--- src/rtl/pc_sequencer.sv ---
// pc_sequencer: instruction sequencer for the FRANK6000 core.
// Owns the program counter, the fetch handshake, the ALU start/done
// handshake and the 3-bit status register, and resolves conditional
// branches locally.
// Optional feature: define PC_SEQ_LINK_EN to add a link register with
// CALL (op 0x3) and RET (op 0x4); without it those opcodes run as NOP.
module pc_sequencer #(
    parameter int ADDR_W  = 8,
    parameter int INSTR_W = 16
) (
    input  logic               i_clk,
    input  logic               i_rst,
    input  logic               i_run,
    output logic [ADDR_W-1:0]  o_pc,
    output logic               o_fetch_req,
    input  logic               i_fetch_ack,
    input  logic [INSTR_W-1:0] i_instr,
    output logic               o_alu_en,
    input  logic               i_alu_done,
    input  logic [2:0]         i_alu_status,
    output logic [2:0]         o_status,
    output logic               o_jump_taken,
    output logic               o_halted
);

    typedef enum logic [2:0] {
        S_IDLE,
        S_FETCH,
        S_DECODE,
        S_EXEC,
        S_HALT
    } state_t;

    localparam logic [3:0] OP_ALU  = 4'h1;
    localparam logic [3:0] OP_JMP  = 4'h2;
`ifdef PC_SEQ_LINK_EN
    localparam logic [3:0] OP_CALL = 4'h3;
    localparam logic [3:0] OP_RET  = 4'h4;
`endif
    localparam logic [3:0] OP_HALT = 4'hF;

    state_t              state_q, state_d;
    logic [ADDR_W-1:0]   pc_q, pc_d;
    logic [INSTR_W-1:0]  ir_q, ir_d;
    logic [2:0]          status_q, status_d;
    logic                fetch_req_q, fetch_req_d;
    logic                alu_en_q, alu_en_d;
    logic                jump_taken_q, jump_taken_d;
    logic                halted_q, halted_d;
`ifdef PC_SEQ_LINK_EN
    logic [ADDR_W-1:0]   link_q, link_d;
`endif

    logic [3:0]          op;
    logic [1:0]          cc;
    logic [ADDR_W-1:0]   target;
    logic [ADDR_W-1:0]   pc_inc;
    logic                cond_true;

    // Spare instruction bits between the cc field and the target are
    // carried in the IR but have no meaning to the sequencer.
    logic                unused_ir;
    assign unused_ir = ^ir_q;

    // Decode the latched instruction fields and evaluate the branch
    // condition against the registered status flags.
    always_comb begin
        op     = ir_q[INSTR_W-1 -: 4];
        cc     = ir_q[INSTR_W-5 -: 2];
        target = ir_q[ADDR_W-1:0];
        pc_inc = pc_q + ADDR_W'(1);
        cond_true = 1'b1;
        case (cc)
            2'b00:   cond_true = 1'b1;
            2'b01:   cond_true = status_q[0];
            2'b10:   cond_true = status_q[1];
            default: cond_true = status_q[2];
        endcase
    end

    // Next-state logic for the sequencer FSM and all registered outputs.
    always_comb begin
        state_d      = state_q;
        pc_d         = pc_q;
        ir_d         = ir_q;
        status_d     = status_q;
        fetch_req_d  = 1'b0;
        alu_en_d     = 1'b0;
        jump_taken_d = 1'b0;
`ifdef PC_SEQ_LINK_EN
        link_d       = link_q;
`endif
        case (state_q)
            S_IDLE: begin
                if (i_run) begin
                    state_d = S_FETCH;
                end
            end
            S_FETCH: begin
                // Request rises one cycle after entry; an ack only
                // counts while the request is actually up.
                if (fetch_req_q && i_fetch_ack) begin
                    ir_d    = i_instr;
                    state_d = S_DECODE;
                end else begin
                    fetch_req_d = 1'b1;
                end
            end
            S_DECODE: begin
                state_d = S_FETCH;
                pc_d    = pc_inc;
                case (op)
                    OP_JMP: begin
                        if (cond_true) begin
                            pc_d         = target;
                            jump_taken_d = 1'b1;
                        end
                    end
                    OP_ALU: begin
                        state_d  = S_EXEC;
                        pc_d     = pc_q;
                        alu_en_d = 1'b1;
                    end
                    OP_HALT: begin
                        state_d = S_HALT;
                        pc_d    = pc_q;
                    end
`ifdef PC_SEQ_LINK_EN
                    OP_CALL: begin
                        if (cond_true) begin
                            link_d       = pc_inc;
                            pc_d         = target;
                            jump_taken_d = 1'b1;
                        end
                    end
                    OP_RET: begin
                        pc_d         = link_q;
                        jump_taken_d = 1'b1;
                    end
`endif
                    default: ;
                endcase
            end
            S_EXEC: begin
                if (i_alu_done) begin
                    status_d = i_alu_status;
                    pc_d     = pc_inc;
                    state_d  = S_FETCH;
                end
            end
            S_HALT: begin
                state_d = S_HALT;
            end
            default: begin
                state_d = S_IDLE;
            end
        endcase
        halted_d = (state_d == S_HALT);
    end

    // State and output registers; reset overrides any pending ack or done.
    always_ff @(posedge i_clk) begin
        if (i_rst) begin
            state_q      <= S_IDLE;
            pc_q         <= '0;
            ir_q         <= '0;
            status_q     <= '0;
            fetch_req_q  <= 1'b0;
            alu_en_q     <= 1'b0;
            jump_taken_q <= 1'b0;
            halted_q     <= 1'b0;
`ifdef PC_SEQ_LINK_EN
            link_q       <= '0;
`endif
        end else begin
            state_q      <= state_d;
            pc_q         <= pc_d;
            ir_q         <= ir_d;
            status_q     <= status_d;
            fetch_req_q  <= fetch_req_d;
            alu_en_q     <= alu_en_d;
            jump_taken_q <= jump_taken_d;
            halted_q     <= halted_d;
`ifdef PC_SEQ_LINK_EN
            link_q       <= link_d;
`endif
        end
    end

    assign o_pc         = pc_q;
    assign o_fetch_req  = fetch_req_q;
    assign o_alu_en     = alu_en_q;
    assign o_status     = status_q;
    assign o_jump_taken = jump_taken_q;
    assign o_halted     = halted_q;

endmodule

--- config.mk ---
export PLATFORM = sky130hd
export DESIGN_NAME = pc_sequencer
export DESIGN_NICKNAME = d
export VERILOG_FILES = /design/src/rtl/pc_sequencer.sv
export SDC_FILE = /design/constraint.sdc
export NUM_CORES = 1
export LEC_CHECK = 0
export CORE_MARGIN = 4
export CORE_UTILIZATION = 35
export DETAILED_ROUTE_END_ITERATION = 8
export PLACE_DENSITY = 0.65
export SLEW_MARGIN = 20
export SYNTH_ARGS = -nofsm -noshare
export SYNTH_HDL_FRONTEND = slang
export SYNTH_SLANG_ARGS = --single-unit
--- constraint.sdc ---
create_clock -name i_clk -period 1.9 [get_ports i_clk]
set_input_delay 0.38 -clock i_clk [delete_from_list [all_inputs] [get_ports i_clk]]
set_output_delay 0.38 -clock i_clk [all_outputs]
set_load 0.01 [all_outputs]
# Word level (Yosys, flattened, before mapping)
# Cells that the tools add are included.
dict set report totals {
  ff_bits 34
  inputBits 24
  output_inout_bits 15
  word_cells 48
}
dict set report op_classes {
  add_sub_neg 1
  n_eq_ne 12
  n_mux 13
  bitwise 3
  n_reduce_logical 11
}
# cell count
set op_table {}
lappend op_table {{8-bit one-hot mux with 2 select lines} 2}
lappend op_table {{8-bit 2-to-1 mux} 2}
lappend op_table {{3-bit one-hot mux with 5 select lines} 1}
lappend op_table {{3-bit 2-to-1 mux} 3}
lappend op_table {{8-bit by 1-bit adder with 8-bit output, second input constant} 1}
lappend op_table {{3-bit by 2-bit equality test with 1-bit output, second input constant} 2}
lappend op_table {{3-bit equality test, second input constant} 2}
lappend op_table {{3-bit one-hot mux with 2 select lines} 1}
lappend op_table {{2-bit OR reduction} 3}
lappend op_table {{4-bit by 1-bit equality test with 1-bit output, second input constant} 1}
lappend op_table {{4-bit by 2-bit equality test with 1-bit output, second input constant} 1}
lappend op_table {{4-bit equality test, second input constant} 1}
lappend op_table {{2-bit != test, second input constant} 2}
lappend op_table {{2-bit AND reduction} 2}
lappend op_table {{3-bit by 1-bit equality test with 1-bit output, second input constant} 1}
lappend op_table {{3-bit logical NOT} 1}
lappend op_table {{1-bit 2-to-1 mux} 3}
lappend op_table {{1-bit inverter} 3}
lappend op_table {{1-bit one-hot mux with 3 select lines} 1}
lappend op_table {{3-bit AND reduction} 1}
lappend op_table {{3-bit OR reduction} 1}
lappend op_table {{2-bit by 1-bit equality test with 1-bit output, second input constant} 1}
lappend op_table {{2-bit equality test, second input constant} 1}
lappend op_table {{2-bit logical NOT} 1}
lappend op_table {{2 further kinds} 2}

# Longest topological paths before layout
dict set report logic_depth {
  depth_word 5
  mapped_depth 7
  ltp_nobuf 6
}

# Worst setup path before layout
# No wires, ideal clock.
dict set report synth_timing {
  path_kind {reg2reg}
  startpoint {register ir_q[12]}
  endpoint {register pc_q[0] (netlist: o_pc[0])}
  setup_ps 74
  arrival_time_ps 1697
  required_ps 1826
  setup_slack_ps 128
  path_stages_with_launch 6
  path_buffers 0
  period_less_slack_ps 1772
  path_cell_list {dfxtp_1 or4b_1 a211oi_2 nand2_2 or3_1 a31oi_1}
}
dict set report synth_between {
  elab_chain_len 4
  elab_cells_between_ends 8
  cone_classes {4 x eq/ne; 2 x mux; 2 x reduce/logical}
}
# item line
set synth_rtl {}
lappend synth_rtl {{from (decl)} 44} ;# logic [INSTR_W-1:0] ir_q, ir_d;
lappend synth_rtl {{from (signal assigned)} 178} ;# ir_q <= ir_d;
lappend synth_rtl {{4-bit by 1-bit equality test with 1-bit output or 4-bit equality test (tied branches)} 112} ;# case (op)
lappend synth_rtl {{2-bit OR reduction (no source line)} --}
lappend synth_rtl {{8-bit one-hot mux with 2 select lines or 2-bit != test (tied branches)} --}
lappend synth_rtl {{8-bit one-hot mux with 2 select lines or 3-bit AND reduction (tied branches)} --}
lappend synth_rtl {{to (signal assigned)} 177} ;# pc_q <= pc_d;
lappend synth_rtl {{to (decl)} 43} ;# logic [ADDR_W-1:0] pc_q, pc_d;
# Parallel ways exist; a longest one is shown, timed or not.
# A chain may end at the register's enable or synchronous reset.

# Final worst setup path
dict set report layout_timing {
  startpoint {register ir_q[12]}
  endpoint {register pc_q[5] (netlist: o_pc[5])}
}
# Same word-level chain as after synthesis.

==> results by group <==
Timing
  • Skew final: 0.00678 ns
  • Final hold viol count: 0
  • Fmax: 550 MHz
  • Final setup TNS: 0 ns
  • Unrepaired setup endpoints after global routing: no
  • Max_slew headroom: 68.3%
  • Min Tclk post-route: 1.82 ns
  • Setup violators final: 0
  • Final period util: between 90% and 100%
  • Worst slew pin tran: 0.476 ns
  • Pins Over Slew Limit: 0
  • Worst hold margin: 0.455 ns

Clock network
  • Num CTS Buffers: 5
  • Clock Pin Slew Worst Setup and Hold Paths: 0.07 ns
  • Clk buf depth: 2
  • Worst-Skew Late Latency: 0.29 ns
  • CTS Sinks: 32
  • H-Tree Depth: 2
  • CTS tree: yes
  • CTS root buf: clkbuf_8

Detailed routing
  • Vias: 1,351
  • First DRT Iteration DRCs: 65
  • DRT antenna net count: 0
  • Post-DR wirelength/cell: 13.0 µm
  • Residual DRC: 0
  • Final wirelength: around 3.4 mm
  • Routed vias/inst: 5.12
  • Pre-antenna DRT Iters: 4

Min path
  • Min-Delay Path Class: register to register

Synthesis
  • Syn Nets: just under 200
  • Seq cells post-synth: 32
  • Ys async rst share: 0%
  • YS warnings: 0
  • Post-synth EDFFs: 0
  • Synth cell types: 33
  • Cell Area, Synth: 1420 µm²
  • Synth Flop Type: dfxtp_1
  • Gate Count Post-Synth: ~170
  • Average size of a mapped cell: 8.29 µm²
  • Seq/Total Area, Yosys: 45.2%

Finish
  • Core Util, Final: 54.1%
  • Filler cells: between 300 and 400
  • Antenna cells: 0
  • Multi-input gate area: approximately 760 µm²
  • Area grow syn2layout: 45.0%
  • Share of cells above drive strength 1: 13.0%
  • Layout Cells excl Fill: 264
  • Final nets: 240
  • FF+latch area: 641 µm²

Global routing
  • Largest net degree at the start of global routing: 19
  • Vias in the first global route: 1,337
  • Initial antenna violation count: 0
  • First-pass GRT wire length: 5.93 mm
  • Overall Global Routing Usage: 14.4%
  • Grt total ovfl: 0

Placement
  • GPL Wtd Cong: 0.819
  • PortBufs: 36
  • Cells after DPL: ~260
  • Hpwl dp: 2.43 mm

Floorplanning
  • Width of the die: slightly above 70 µm
  • Io pins: 39
  • Row cnt: 22
  • DIE AREA: 5130 µm²
  • Initial core utilization: 37.3%
  • Die H: 71.6 µm
  • Area of the core: 3800 µm²

Worst setup path
  • Worst Setup Path Type: register to register
  • WP data required: 2.10 ns
  • CP Launch Type: register
  • Crit path max fanout: 12
  • Nature of the critical path endpoint: register
  • Critical path arrival: 2.01 ns

Power and ir drop
  • Final Power: 0.00150 W
  • Pwr/cell area: 730 nW/µm²
  • Peak supply drop: 0.552 mV
  • P_leak: about 0.75 nW

Run status
  • Status: finished, final reports clean

Run
  • Max Cap Viol: 0
## cells in the final DEF (no fill, tap or decap), types with 2 or more instances in the layout
| cell | instances |
|---|---|
| a31oi_1 | 2 |
| or3_1 | 4 |
| o21ai_0 | 2 |
| nand3_1 | 3 |
| a21oi_1 | 22 |
| clkbuf_8 | 7 |
| nor4b_1 | 3 |
| nor2_1 | 9 |
| nand2b_1 | 2 |
| inv_1 | 6 |
| nor3_1 | 5 |
| o32ai_1 | 4 |
| mux2i_1 | 11 |
| clkdlybuf4s50_1 | 36 |
| buf_4 | 10 |
| nor2b_1 | 4 |
| nand2_1 | 34 |
| dfxtp_1 | 32 |
## power by group
part | internal (W) | switching (W)
registers | 0.000678 | 0.0000106
clock network | 0.000463 | 0.000253
logic | 0.0000597 | 0.0000362
## registers in the layout, indices dropped and copies added (netlist names)
signal / count
o_jump_taken: 1
o_halted: 1
ir_q: 14
o_pc: 8
o_fetch_req: 1
o_status: 3
state_q: 3
o_alu_en: 1
## metrics by stage
step | instance area (µm²) | worst slack (ns)
after CTS | 2000 | 0.0121
after floorplan | 1420 | 0.128
after global placement | 1870 | 0.0471
after global routing | 2060 | 0.0246
after detailed placement | 1870 | -0.0169
final | 2060 | 0.0819
## metal layers
layer | vias to the layer above | GRT usage [%] | routed length (µm)
met4 | 0 | 7.10 | 63
met2 | 44 | 24.1 | 1600
met1 | 623 | 16.8 | 1550
met5 | - | 0 | 0
met3 | 5 | 4.07 | 208
li1 | 679 | - | -
## area by class of cell
| cell class | count | area share, % |
|---|---|---|
| clock buffers | 7 | 4.69 |
| flip-flops and latches | 32 | 31.2 |
| inverters | 6 | 1.10 |
| clock inverters | 1 | 1.46 |
| well taps | 48 | 2.92 |
| repair buffers | 47 | 21.9 |
| multi-input cells | 123 | 36.8 |
## Yosys cell counts, types with 2 or more instances
cell | number | share of area (%)
nor4b_1 | 3 | 1.9
nor3_1 | 5 | 1.8
nand2b_1 | 2 | 0.88
inv_1 | 6 | 1.6
nand3_1 | 3 | 1.1
mux2i_1 | 12 | 8.5
nor2_1 | 9 | 2.4
o21ai_0 | 2 | 0.71
nand2_1 | 34 | 9.0
clkbuf_1 | 8 | 2.1
o32ai_1 | 5 | 3.1
nor2b_1 | 4 | 1.8
a31oi_1 | 2 | 0.88
a21oi_1 | 23 | 8.1
or3_1 | 4 | 1.8
dfxtp_1 | 32 | 45
## cells by family after synthesis
| family | count (synthesis) | synth area share (%) |
|---|---|---|
| simple gates | 74 | 25.9 |
| flops | 32 | 45.2 |
| buf+inv | 16 | 4.32 |
| mux | 12 | 8.47 |
| compound gates | 36 | 15.2 |
| fa+ha+maj | 1 | 0.882 |
## worst paths after layout
path,from,end,slack [ns],cells past startpoint
setup reg to reg,ir_q[12]$_SDFFE_PP0P_,o_pc[5]$_SDFFE_PP0P_,0.08,6
hold reg to reg,ir_q[0]$_SDFFE_PP0P_,ir_q[0]$_SDFFE_PP0P_,0.46,2
setup / recovery,ir_q[12]$_SDFFE_PP0P_,o_pc[5]$_SDFFE_PP0P_,0.08,6
hold / removal,ir_q[0]$_SDFFE_PP0P_,ir_q[0]$_SDFFE_PP0P_,0.46,2
## critical path, stage by stage (launching register included)
cell and delay [ns]:
dfxtp_1 0.32, or4b_4 0.55, a211oi_4 0.26, nand2_2 0.12, buf_8 0.16, mux2i_4 0.19
o32ai_2 0.14
## what timing repair did
item,CTS,global route
hold buffers,0,0
setup endpoints to repair,1,7
cloned,0,0
resized for setup,0,10
pin swaps,1,3
endpoints found under the hold margin,0,0
buffers inserted,0,1
Power figures use the tool's default switching activity.
==> RTL change, RTL diff (same settings) <==
Add a define of `PC_SEQ_LINK_EN`.
--- a/src/rtl/pc_sequencer.sv
+++ b/src/rtl/pc_sequencer.sv
@@ -6,2 +6,4 @@
 // CALL (op 0x3) and RET (op 0x4); without it those opcodes run as NOP.
+`define PC_SEQ_LINK_EN
+
 module pc_sequencer #(
Function: changed (Yosys sat finds a counterexample within 10 cycles, from zero or initial values and one cycle with i_rst high).
==> RTL change against the original RTL <==
Total power increased by 4.5%. Global-route usage decreased by 0.25 points. Count of clock-buffer cells in the layout unchanged. Final area increased by 20%. Area after synthesis increased by 35%. Sequential power increased by 24%. Worst setup slack got worse by 23 ps. Wire length increased by 25%. Sequential share of layout area increased by 1.3 points. Sequential cell count increased by 8. Largest cell class unchanged. Largest power group is now sequential cells. Highest routed layer unchanged.
==> RTL change: results (changes against the original RTL) <==
Num CTS Buffers 5 (unchanged); Synth top cells by count nand2_1, dfxtp_1, a21oi_1 (unchanged); hpwl dp 3104 um (was 2427 um); crit-path leading delay family compound AO/OA/AOI/OAI gates (was simple AND/OR/NAND/NOR gates); placed cell areas 2367 um2 (was 1874 um2); Reg2Reg Setup Slack 60 ps (was 80 ps); Slew HR 73.41% (was 68.26%); Netlist cell types 47 (was 33); placer congestion estimate 0.7749 (was 0.8190); vias in the first global route 1586 (was 1337); RR Startpoint ir_q[14] (was ir_q[12]); Post-Layout Cell Count 339 (was 264); nets@finish 294 (was 240); Well Taps 70 (was 48); critical register-to-register path endpoint o_pc[2] (was o_pc[5]); mux contribution to synthesized area 5.370% (was 8.473%); synth top area cells dfxtp_1, nand2_1, a21oi_1 (was dfxtp_1, nand2_1, mux2i_1); Synth Instances 228 (was 171); slowest CP cell or3b_4 (was or4b_4); slowest stage delay, CP 430 ps (was 550 ps); clk cell area share 3.903% (was 6.147%); Logic inverters 3 (was 6); buffering overhead 18.45% (was 21.91%); register bit count reported by yosys 40 (was 32); Worst Path Arrival 2030 ps (was 2010 ps); outcome finished clean (unchanged); GR Util met3 3.289% (was 4.067%); Post-Synth XOR/XNOR Area 2.750% (was 0%); fraction of area in registers 32.44% (was 31.16%); Post-Synth Adder-Cell Area 0.6549% (was 0.8826%); global-route usage over all layers 14.16% (was 14.40%); register area share after synthesis 41.91% (was 45.19%); layout cell share with drive strength beyond 1 9.665% (was 12.96%); GR Util met2 19.95% (was 24.08%); first-pass GRT wire length 7300 um (was 5927 um); period utilisation layout 96.93% (was 95.69%); #MultiIn Comb 172 (was 123); Mapped Nets 253 (was 196); Antenna diodes 0 (unchanged); switch share 21.04% (was 20.00%); compound-cell area share of the yosys netlist 18.40% (was 15.18%); Multi-input gate area 1017 um2 (was 755.7 um2); dpl cells 332 (was 255); type of the tightest min-delay check flop to flop (unchanged); Routed WL 4294 um (was 3422 um); Buffers, non-clock 47 (unchanged); Fillers 543 (was 345); hold path startpoint ir_q[1] (was ir_q[0]); drt initial violations 139 (was 65); via count 1679 (was 1351); GR Layer Usage met1 19.92% (was 16.79%); hold_ws 455.5 ps (was 455.3 ps); pre-CTS WS 47.37 ps (was -16.89 ps); Hold EP ir_q[1] (was ir_q[0]); leakage power 0.9122 nW (was 0.7470 nW); largest net degree at the start of global routing 41 (was 19); peak supply drop 0.0003057 V (was 0.0005516 V); Layout area overhead 29.21% (was 45.01%); Worst Skew 4.818 ps (was 6.776 ps)
[RTL change: changes by cell type in the layout (fill, tap and decap cells not counted), sizes merged, moves of 3 or more]
cell,delta
nand2,+8
inv,-3
xor2,+5
nor4b,-3
o211ai,+3
dfxtp,+8
nand3,+7
nor2b,-3
o32ai,-5
mux2i,-4
a211oi,+3
nor2,+13
[RTL change: routing by layer]
layer	wire length, um	vias up
met1	2141	746
met2	1829	45
li1	-	884
met5	0	-
met4	49	0
met3	272	4
[RTL change: power by group through the flow]
| stage | logic, mW | registers, mW | clock network [mW] |
|---|---|---|---|
| final | 0.119 | 0.854 | 0.595 |
| after CTS | 0.120 | 0.854 | 0.614 |
| after detailed placement | 0.120 | 0.874 | 0 |
| after floorplan | 0.0502 | 0.872 | 0 |
| after global routing | 0.130 | 0.855 | 0.645 |
| after global placement | 0.119 | 0.874 | 0 |
[RTL change: what timing repair did]
item / in CTS / in global routing
setup buffers: 0 / 0
endpoints found under the setup margin: 0 / 2
gates resized for setup: 0 / 1
hold buffers: 0 / 0
